<file path="src/rtl/iso_tree_pkg.sv">
// Shared types for the isolation-tree walker: node record, FSM states and
// child-index helpers for the implicit heap-ordered binary tree.
package iso_tree_pkg;

  localparam int NODE_DATA_W = 8;
  localparam int NODE_FIDX_W = 2;

  typedef struct packed {
    logic                   leaf;
    logic [NODE_FIDX_W-1:0] feat;
    logic [NODE_DATA_W-1:0] thresh;
  } node_t;

  // Cleared table entries are leaves so an unprogrammed tree stops at the root.
  localparam node_t LEAF_NODE = {1'b1, {NODE_FIDX_W{1'b0}}, {NODE_DATA_W{1'b0}}};

  typedef enum logic [1:0] {
    IDLE,
    WALK,
    DONE
  } state_t;

  function automatic int unsigned left_child(input int unsigned n);
    return 2 * n + 1;
  endfunction

  function automatic int unsigned right_child(input int unsigned n);
    return 2 * n + 2;
  endfunction

endpackage

</file>
<file path="src/rtl/iso_tree_node_mem.sv">
// Node table for the walker: synchronous write while the walker is idle,
// synchronous clear to all-leaf, combinational read of the current node.
module iso_tree_node_mem
  import iso_tree_pkg::*;
#(
  parameter int NODES  = 15,
  parameter int ADDR_W = 4
) (
  input  logic              clk,
  input  logic              reset,
  input  logic              we,
  input  logic              ready,
  input  logic [ADDR_W-1:0] waddr,
  input  node_t             wdata,
  input  logic [ADDR_W-1:0] raddr,
  output node_t             rdata
);

  node_t node_q [NODES];

  always_ff @(posedge clk) begin
    if (!reset) begin
      for (int i = 0; i < NODES; i++) begin
        node_q[i] <= LEAF_NODE;
      end
    end else if (we && ready && (int'(waddr) < NODES)) begin
      node_q[waddr] <= wdata;
    end
  end

  // Indices past the table only occur once the walk is at full depth.
  assign rdata = (int'(raddr) < NODES) ? node_q[raddr] : LEAF_NODE;

endmodule

</file>
<file path="src/rtl/iso_tree_walker.sv">
// Isolation-tree evaluator: walks an accepted sample from the root one level
// per clock and flags paths shorter than the captured anomaly threshold.
module iso_tree_walker
  import iso_tree_pkg::*;
#(
  parameter int DATA_W   = NODE_DATA_W,
  parameter int NUM_FEAT = 3,
  parameter int DEPTH    = 4,
  parameter int FIDX_W   = NODE_FIDX_W,
  localparam int NODES   = (1 << DEPTH) - 1,
  localparam int ADDR_W  = $clog2(NODES),
  localparam int PLEN_W  = $clog2(DEPTH + 1)
) (
  input  logic                       clk,
  input  logic                       reset,
  input  logic [NUM_FEAT*DATA_W-1:0] data_input,
  input  logic                       data_valid,
  output logic                       data_ready,
  input  logic [PLEN_W-1:0]          anom_thresh,
  input  logic                       cfg_we,
  input  logic [ADDR_W-1:0]          cfg_addr,
  input  logic [FIDX_W-1:0]          cfg_feat,
  input  logic [DATA_W-1:0]          cfg_thresh,
  input  logic                       cfg_leaf,
  output logic                       cfg_ready,
  output logic                       result_valid,
  output logic [PLEN_W-1:0]          path_len,
  output logic                       anomaly_detected
);

  state_t                      state;
  logic [NUM_FEAT*DATA_W-1:0]  sample;
  logic [PLEN_W-1:0]           anom_q;
  logic [ADDR_W-1:0]           node;
  logic [PLEN_W-1:0]           depth;
  node_t                       cur;
  node_t                       cfg_node;
  logic [DATA_W-1:0]           feat_val;
  logic                        feat_ok;
  logic                        stop;
  logic [ADDR_W-1:0]           next_node;

  assign cfg_node = '{leaf: cfg_leaf, feat: cfg_feat, thresh: cfg_thresh};

  iso_tree_node_mem #(
    .NODES  (NODES),
    .ADDR_W (ADDR_W)
  ) u_mem (
    .clk   (clk),
    .reset (reset),
    .we    (cfg_we),
    .ready (cfg_ready),
    .waddr (cfg_addr),
    .wdata (cfg_node),
    .raddr (node),
    .rdata (cur)
  );

  always_comb begin
    feat_val = '0;
    for (int k = 0; k < NUM_FEAT; k++) begin
      if (FIDX_W'(k) == cur.feat) begin
        feat_val = sample[k*DATA_W +: DATA_W];
      end
    end
  end

  assign feat_ok   = int'(cur.feat) < NUM_FEAT;
  assign stop      = (depth == PLEN_W'(DEPTH)) || cur.leaf || !feat_ok;
  assign next_node = (feat_val < cur.thresh) ? ADDR_W'(left_child(int'(node)))
                                             : ADDR_W'(right_child(int'(node)));

  // The ready flags are registered from the next state so they equal "in IDLE".
  always_ff @(posedge clk) begin
    if (!reset) begin
      state            <= IDLE;
      data_ready       <= 1'b0;
      cfg_ready        <= 1'b0;
      result_valid     <= 1'b0;
      path_len         <= '0;
      anomaly_detected <= 1'b0;
      sample           <= '0;
      anom_q           <= '0;
      node             <= '0;
      depth            <= '0;
    end else begin
      result_valid <= 1'b0;
      unique case (state)
        IDLE: begin
          data_ready <= 1'b1;
          cfg_ready  <= 1'b1;
          if (data_valid && data_ready) begin
            sample     <= data_input;
            anom_q     <= anom_thresh;
            node       <= '0;
            depth      <= '0;
            data_ready <= 1'b0;
            cfg_ready  <= 1'b0;
            state      <= WALK;
          end
        end
        WALK: begin
          if (stop) begin
            path_len         <= depth;
            anomaly_detected <= depth < anom_q;
            result_valid     <= 1'b1;
            state            <= DONE;
          end else begin
            node  <= next_node;
            depth <= depth + 1'b1;
          end
        end
        DONE: begin
          data_ready <= 1'b1;
          cfg_ready  <= 1'b1;
          state      <= IDLE;
        end
        default: state <= IDLE;
      endcase
    end
  end

endmodule

</file>
<file path="config.mk">
export PLATFORM = sky130hd
export DESIGN_NAME = iso_tree_walker
export DESIGN_NICKNAME = d
export VERILOG_FILES = /design/src/rtl/iso_tree_pkg.sv /design/src/rtl/iso_tree_node_mem.sv /design/src/rtl/iso_tree_walker.sv
export SDC_FILE = /design/constraint.sdc
export NUM_CORES = 1
export LEC_CHECK = 0
export CORE_MARGIN = 2
export CORE_UTILIZATION = 50
export CTS_CLUSTER_SIZE = 10
export DETAILED_ROUTE_END_ITERATION = 8
export PLACE_DENSITY = 0.79
export SLEW_MARGIN = 20
export SYNTH_ARGS = -nofsm -noshare
export SYNTH_HDL_FRONTEND = slang
export SYNTH_HIERARCHICAL = 1
export SYNTH_SLANG_ARGS = --single-unit
</file>
<file path="constraint.sdc">
create_clock -name clk -period 3.6 [get_ports clk]
set_clock_uncertainty 0.05 [all_clocks]
set_input_delay 0.36 -clock clk [delete_from_list [all_inputs] [get_ports clk]]
set_output_delay 0.36 -clock clk [all_outputs]
set_load 0.005 [all_outputs]
</file>
* Yosys cells after proc, flatten, opt, wreduce, memory -nomap -nowiden
Memories as Yosys holds them, arrays and structs flattened. A register that Yosys moved wholly into a read port is not among the register bits.
Cells that the tools add are included.
** Word-level totals
- Register bits :: 42
- Bits in writable memories :: 165
- Memories :: 1
** Memory list
- u_mem.node_q :: depth 15, bits a word 11, read ports 1, clocked after Yosys merged registers in 1, write ports 15, line iso_tree_node_mem.sv:19 : node_t node_q [NODES];
** Operators by class
- $add $sub $neg :: 3
- Order comparisons :: 5
- Equality and inequality tests :: 8
- Multiplexer cells :: 26
- Reductions and logical operators :: 16
** Operators by type and width (number)
- $mux 4 :: 6
- $mux 8 :: 3
- $mux 11 :: 2
- $reduce_or 11->1 :: 1
- $lt 4x4->1 const B :: 2
- $lt 8x8->1 :: 1
- $pmux 4 s2 :: 1
- $reduce_and 2->1 :: 4
- $mux 1 :: 7
- $mux 3 :: 2
- $ne 2x2->1 const B :: 3
- $pmux 3 s2 :: 1
- $add 4x1->4 const B :: 1
- $add 4x2->4 const B :: 1
- $logic_not 2->1 :: 2
- $mux 2 :: 2
- $pmux 2 s2 :: 1
- $reduce_bool 2->1 :: 2
- $add 3x1->3 const B :: 1
- $eq 3x3->1 const B :: 1
- $logic_and 1x1->1 :: 3
- $lt 3x3->1 :: 1
- $reduce_and 3->1 :: 1
- $eq 1x2->1 const A :: 1
- 7 further kinds :: 8

* Logic depth before layout (Yosys ltp)
Gate-level depths: netlist of the first run.
- Depth in word-level cells :: 12
- Mapped depth :: 18
- Mapped depth without buffers :: 13

* By module
The synthesis of the first run kept the hierarchy.
** By module, submodules not included
- iso_tree_node_mem :: times used 1, cells each 531, area an instance 7943.9 sq um
- iso_tree_walker :: times used 1, cells each 246, area an instance 2089.5 sq um

* Least setup slack after synthesis of the first run
OpenSTA, ideal clock, no wires.
- Kind :: reg-to-reg
- Start :: reg node[1]
- End :: reg node[3]
- Arrival time :: 3.127 ns
- Required time :: 3.462 ns
- Path slack :: 0.335 ns
- Cell stages (with the launch flop) :: 17
- Path buffers :: 3
- Period minus slack after synthesis :: 3.265 ns
- Path through :: dfxtp_1 -> buf_2 -> mux4_2 -> a22o_1 -> a31o_1 -> buf_6 -> nor2b_4 -> buf_6 -> nand2_1 -> o21ai_0 -> ha_1 -> a21o_1 -> a21oi_1 -> o21ai_1 -> a21oi_2 -> o21ai_0 -> a311oi_2
** RTL lines
- start: declaration :: line iso_tree_walker.sv:34 : logic [ADDR_W-1:0] node;
- start signal: assignment :: line iso_tree_walker.sv:109 : node <= next_node;

==> results of run 1 <==
==> state kept, by name, summed over array words and instances, names as in the netlist <==
name and count:
state 2, node 4, cfg_ready 1, anom_q 3, anomaly_detected 1, u_mem/node_q 165, sample 24, depth 3
result_valid 1, path_len 3
==> cell families (layout without fill, tap and decap cells) <==
kind of cell,Yosys count,after routing,synth area share (%)
muxes,68,68,10.3
other,0,1,0
xor gates and xnor gates,1,1,0.0873
adders and majority gates,12,12,1.50
DFF,207,207,57.8
and+or+nand+nor,315,315,19.2
buffers and inverters,76,134,3.94
AOI/OAI and AO/OA,98,98,7.22
==> repair_timing <==
action / in CTS / in global routing
endpoints found under the setup margin: 0 / 4
setup buffers: 0 / 2
gates resized for setup: 0 / 10
==> layout by cell type, fill, tap and decap left out, types with 11 or more instances in the layout <==
cell,netlist,final
edfxtp_1,165,165
and2_1,152,152
nand2_1,73,73
clkdlybuf4s50_1,0,51
dfxtp_1,42,39
buf_4,9,31
mux2i_1,27,27
nand2b_1,27,27
clkbuf_16,0,25
a21boi_0,24,24
mux2_2,18,18
inv_1,13,13
a21oi_1,13,13
mux4_2,13,13
ha_1,12,12
o21ai_1,10,11
==> through the flow <==
| stage | hold WS [ns] | instance area [um^2] | setup slack (ns) | total power [mW] |
|---|---|---|---|---|
| floorplan | 0.386 | 10000 | 0.335 | 2.89 |
| global placement | 0.399 | 10800 | 0.267 | 3.03 |
| detailed placement | 0.405 | 10800 | 0.147 | 3.04 |
| CTS | 0.347 | 11500 | 0.110 | 5.14 |
| global route | 0.379 | 11500 | 0.00550 | 5.26 |
| finish | 0.360 | 11500 | 0.200 | 5.10 |
==> final timing paths <==
path	start	endpoint	slack (ns)
worst max-delay path	node[2]	node[1]	0.20
worst min-delay path	data_input[18]	sample[18]	0.36
worst max register to register	node[2]	node[1]	0.20
worst min register to register	sample[3]	sample[3]	0.41
==> synthesized netlist by cell type (all sizes together) (3+ instances only) <==
library cell	instances	area share, %
nor4	4	0.67
nor3	11	1.0
or2b	6	0.45
o221ai	10	0.87
nand3	6	0.30
mux2i	27	2.7
a21boi	24	1.8
a21oi	15	0.82
clkbuf	33	1.3
inv	14	0.52
ha	12	1.5
mux2	18	2.0
dfxtp	42	8.4
nand2b	28	1.8
nor2b	6	0.45
nor2	8	0.32
o211a	9	0.90
a22oi	10	0.75
and2	152	9.5
nand2	73	2.7
mux4	23	5.5
nand3b	11	0.95
nand4	3	0.34
buf	28	2.1
o21ai	20	1.0
a21o	3	0.22
edfxtp	165	49
==> layer usage <==
layer	vias to the layer above	part of all wire [%]	GRT usage, %	wire length, um
met3	38	7.4	4.23	1650
met1	3085	41	28.6	9240
li1	2886	-	-	-
met2	247	49	35.7	10900
met5	-	0	0	0
met4	0	3.0	6.81	671
==> area by class of cell <==
type / count / area (um^2)
fillers: 1542 / 8090
flip-flops and latches: 207 / 5800
multi-input cells: 494 / 3850
repair buffers: 87 / 793
clock buffers: 32 / 662
well taps: 265 / 332
inverters: 15 / 56.3
diodes: 1 / 2.50
==> power groups by stage <==
| stage | registers [mW] | logic (mW) | clock network, mW |
|---|---|---|---|
| CTS | 2.69 | 0.305 | 2.15 |
| detailed placement | 2.74 | 0.303 | 0 |
| global route | 2.69 | 0.334 | 2.23 |
| finish | 2.69 | 0.307 | 2.11 |
| floorplan | 2.72 | 0.173 | 0 |
| global placement | 2.73 | 0.295 | 0 |
==> worst max-delay path, stage by stage (launching register included) <==
cell and delay [ns]:
dfxtp_1 0.43, mux4_2 0.52, a22o_1 0.23, a31o_2 0.31, nor2b_4 0.19, nand2_1 0.07
o21ai_0 0.08, ha_1 0.30, a21o_1 0.11, a21oi_1 0.06, o21ai_1 0.16, a21oi_2 0.09
buf_4 0.15, or4b_1 0.49, nand3_1 0.09
==> flow_summary.ini, run 1 <==
[setup_path]
cp_max_fo = 10
worst_ep_arrival_time_ns = 3.79
ff2ff_path_depth = 14
crit_required_ns = 3.99
critPathLaunchType = flop
cp-end-kind = flop
path_class = reg -> reg

[power_and_ir_drop]
seqPwrFrac_pct = 52.6
p_switching_mw = 1.07
sw_frac_of_total_pct = 20.9
leakagePower_nw = 4.20
p_per_area_mw_per_mm2 = 444
power_frac_comb_pct = 6.0
clkPwrFrac_pct = 41.4
ir_worst_vdd_v = 0.000392
power.internal_mw = 4.04

[yosys]
yosysWarnings = 6
seq_area_frac_synth_pct = 57.8
syn_inst = 777
netlist-cell-type-count = 60
synth_ff_type = edfxtp_1
ys_ff_latch = 207
synthArstFlopShare_pct = 0
syn_nets = 835
syn_area_mm2 = 0.0100
synth_area_per_cell_um2 = 12.9
synth_enable_flop_cells = 165

[global_routing]
grt_util_all_layers_pct = 21.5
grt_pass1_wl_mm = 35.7
first_global_vias = 6365
antenna_found_initial = 1
gr-total-overflow = 0
grt_max_degree = 50

[placed_design]
dp.cells = 1066
io_buffers = 52
globalplace.congestion = 0.855
hpwl_mm = 14.8

[finish]
finalNonFillerCells = 1101
fin_util_pct = 58.7
fin_nets = 887
drive_gt1_share_pct = 15.0
syn2layout_area_growth_pct = 14.6

[timing]
finalHoldViolCount = 0
tightest_slew_ns = 0.909
finalCriticalPeriod_ns = 3.40
finalSetupTns_ns = 0
grt_setup_unrepaired = false
finalCritPeriodShare_pct = 94.4
slew_violations = 0
setup_viol = 0
clock.fmax_mhz = 294
maxSlewHeadroom_pct = 39.4

[floorplanning]
dieWidth_um = 146
core_region_area_mm2 = 0.0196
die_area_mm2 = 0.0212
io_pins = 53
rows = 51
initial_core_util_pct = 51.2
die_h_um = 146

[clocking]
root_buffer = clkbuf_16
cts_sinks = 207
insertion_delay_ns = 0.51
clk_pin_slew_worst_paths_ns = 0.05
cts_tree = done
cts-buffers-inserted = 24
htreeDepth = 1
hold_buffers = 0
clockBufferDepth = 3

[status]
status = completed

[drt]
routed_wl_mm = 22.5
wl_per_cell_um = 20.4
firstDrtPassIters = 6
vias = 6256
viasPerCell = 5.68
drtIter0Drc = 582
antenna_left = 0
route.detailed.drc = 0

[worst_hold_path]
hp-class = in -> reg
hold_depth = 3

[run]
drv_cap = 0
Note: power is estimated with default switching activity, not from simulation.
==> run 2, diff against run 1 <==
ABC_AREA = 1   (was default)
CAP_MARGIN = 5   (was default)
==> run 2 against run 1 <==
  * Synthesized cell count increased by 61%
  * Hold slack improved by 0.011 ns
  * Final cell count rose by 43%
  * Final area increased by 3.9%
  * Die area is 4.9% higher
  * Register-to-register slack gained 0.14 ns
  * Routed wire length is 16% higher
  * Largest cell class unchanged
==> flow_summary.ini, run 2 <==
[floorplanning]
die_h_um = 149
dieWidth_um = 149
die_area_mm2 = 0.0223
io_pins = 53
rows = 53
initial_core_util_pct = 50.5
core_region_area_mm2 = 0.0209

[drt]
routed_wl_mm = 26.2
drtIter0Drc = 855
wl_per_cell_um = 16.6
firstDrtPassIters = 7
route.detailed.drc = 0
viasPerCell = 5.23
vias = 8257
antenna_left = 0

[yosys]
synth_enable_flop_cells = 175
synthArstFlopShare_pct = 0
synth_ff_type = edfxtp_1
synth-xor-area-share_pct = 0
yosys-top-cells-count = nand2_1 (343), nor2_1 (236), edfxtp_1 (175)
synth_compound_area_share_pct = 4.00
synth_top_family_by_area = simple AND/OR/NAND/NOR gates
synthAdderAreaFrac_pct = 1.42
netlist-cell-type-count = 29
ys_ff_latch = 217
yosysWarnings = 6
syn_inst = 1251
yosys.area_share.simple_pct = 26.5
syn_area_mm2 = 0.0105
synth_area_per_cell_um2 = 8.43
synth_area_leaders = edfxtp_1 (50%), nand2_1 (12%), nor2_1 (8.4%)
synth_top_area_cell = edfxtp_1
synthMuxAreaShare_pct = 0
yosys.area.top_type_share_pct = 49.8
synth.most_common_cell = nand2_1
seq_area_frac_synth_pct = 57.8

[setup_path]
ff2ff_path_depth = 19
reg2reg_slack_ns = 0.34
cp.buffers_inverters = 3
r2r_start = node[0]
path_class = reg -> reg
cpMaxStageDelayCell = dfxtp_2
cp_max_fo = 46
cp_top_family = compound AO/OA/AOI/OAI gates
r2r_end = node[3]
cp_slowest_stage_delay_ns = 0.46
path_cells = buf_16 -> nand2_1 -> nand2_1 -> nand2_1 -> nand3_1 -> nand3_1 -> a21oi_1 -> buf_4 -> inv_2 -> a21oi_1 -> nor2_1 -> ha_1 -> a21oi_1 -> nor2_1 -> a211oi_1 -> nand2_2 -> nand3_1 -> nand3_1 -> a21oi_2
critPathLaunchType = flop
crit_path_frequent_cell = nand3_1
crit_required_ns = 4.01
cp-end-kind = flop
worst_ep_arrival_time_ns = 3.67

[worst_hold_path]
hold_depth = 1
hp-class = in -> reg
min_to = u_mem/node_q[15][7]
hold_start = cfg_thresh[7]

[finish]
nFillCells = 1827
drive_gt1_share_pct = 5.52
final_common_cell = nand2_1
reg_top3 = u_mem/node_q x175, sample x24, node x4
mostFrequentLayoutCells = nand2_1 (343), nor2_1 (235), edfxtp_1 (175)
multiInputGateArea_mm2 = 0.00341
antenna_cells = 0
seqCellArea_mm2 = 0.00610
syn2layout_area_growth_pct = 13.3
fin_nets = 1344
largest_reg_flops = 175
regMostFlops = u_mem/node_q

[global_routing]
first_global_vias = 7825
antenna_found_initial = 0
grt_max_degree = 93
grt_pass1_wl_mm = 40.6
grt_util_all_layers_pct = 23.4
gr-total-overflow = 0

[power_and_ir_drop]
p_per_area_mw_per_mm2 = 457
leakagePower_nw = 5.22
ir_worst_vdd_v = 0.000379

[clocking]
root_buffer = clkbuf_16
cts_sinks = 217
insertion_delay_ns = 0.52
cts-buffers-inserted = 25
clockBufferDepth = 3
hold_buffers = 0
cts_tree = done
htreeDepth = 1
clk_pin_slew_worst_paths_ns = 0.06

[timing]
clock.fmax_mhz = 307
slew_violations = 0
finalCriticalPeriod_ns = 3.26
timing.final.ws_setup_ns = 0.339
whs_ns = 0.371
finalCritPeriodShare_pct = 90.6
setup_viol = 0
maxSlewHeadroom_pct = 42.1
tightest_slew_ns = 0.868
grt_setup_unrepaired = false
finalSetupTns_ns = 0
finalHoldViolCount = 0

[run]
drv_cap = 0

[status]
status = completed

[placed_design]
hpwl_mm = 16.6
globalplace.congestion = 0.873
io_buffers = 52
pre_cts_slack_ns = 0.352
-- run 2: cell count changes after synthesis, sizes merged, moves of 27 or more --
cell / change
nand3: +96
mux2i: -27
nand2b: -28
nand2: +271
nor2: +230
inv: +166
and2: -152
-- run 2: power by group --
| group | switching [mW] | internal [mW] |
|---|---|---|
| registers | 0.0411 | 2.81 |
| clock network | 0.941 | 1.30 |
| logic | 0.241 | 0.125 |
-- run 2: layout make-up --
cell class | instances | area share, %
Tap cell | 275 | 2.88
Inverter | 181 | 5.76
Multi-Input combinational cell | 791 | 28.5
Sequential cell | 217 | 51.0
Timing Repair Buffer | 70 | 5.91
Clock buffer | 45 | 5.87
-- run 2: through the flow --
| step | total power, mW | cells | cell area [um^2] | util (%) |
|---|---|---|---|---|
| floorplan | 3.10 | 1260 | 10600 | - |
| global placement | 3.25 | 1533 | 11200 | 53.6 |
| finish | 5.45 | 1579 | 11900 | 57.2 |
| detailed placement | 3.26 | 1533 | 11200 | 53.6 |
| CTS | 5.48 | 1578 | 11900 | 57.0 |
| global route | 5.64 | 1579 | 11900 | 57.2 |
-- run 2: how the worst max path moves through the flow --
stage	startpoint	endpoint	cells past startpoint
2_1_floorplan	node[0]	node[3]	23
4_1_cts	node[1]	node[3]	16
3_3_place_gp	node[0]	node[3]	20
3_5_place_dp	node[0]	node[3]	19
5_1_grt	node[0]	node[0]	21
6_report	node[0]	node[3]	19
-- run 2: kinds of logic (layout without fill, tap and decap cells) --
kind of cell	after synthesis	count (layout)
simple gates	690	690
flops	217	217
fa+ha+maj	12	12
compound gates	79	79
other cells	1	10
buf+inv	252	296
-- run 2: per-layer routing --
layer	GRT usage (%)	part of all wire, %	vias up
met5	0	0	-
met4	7.71	3.1	0
met3	3.58	8.7	54
met2	37.4	46	364
met1	33.0	42	3857
li1	-	-	3982
-- run 2: timing repair --
item                       CTS  global route
setup buffers                0             0
setup endpoints to repair    0             4
resized for setup            0             4
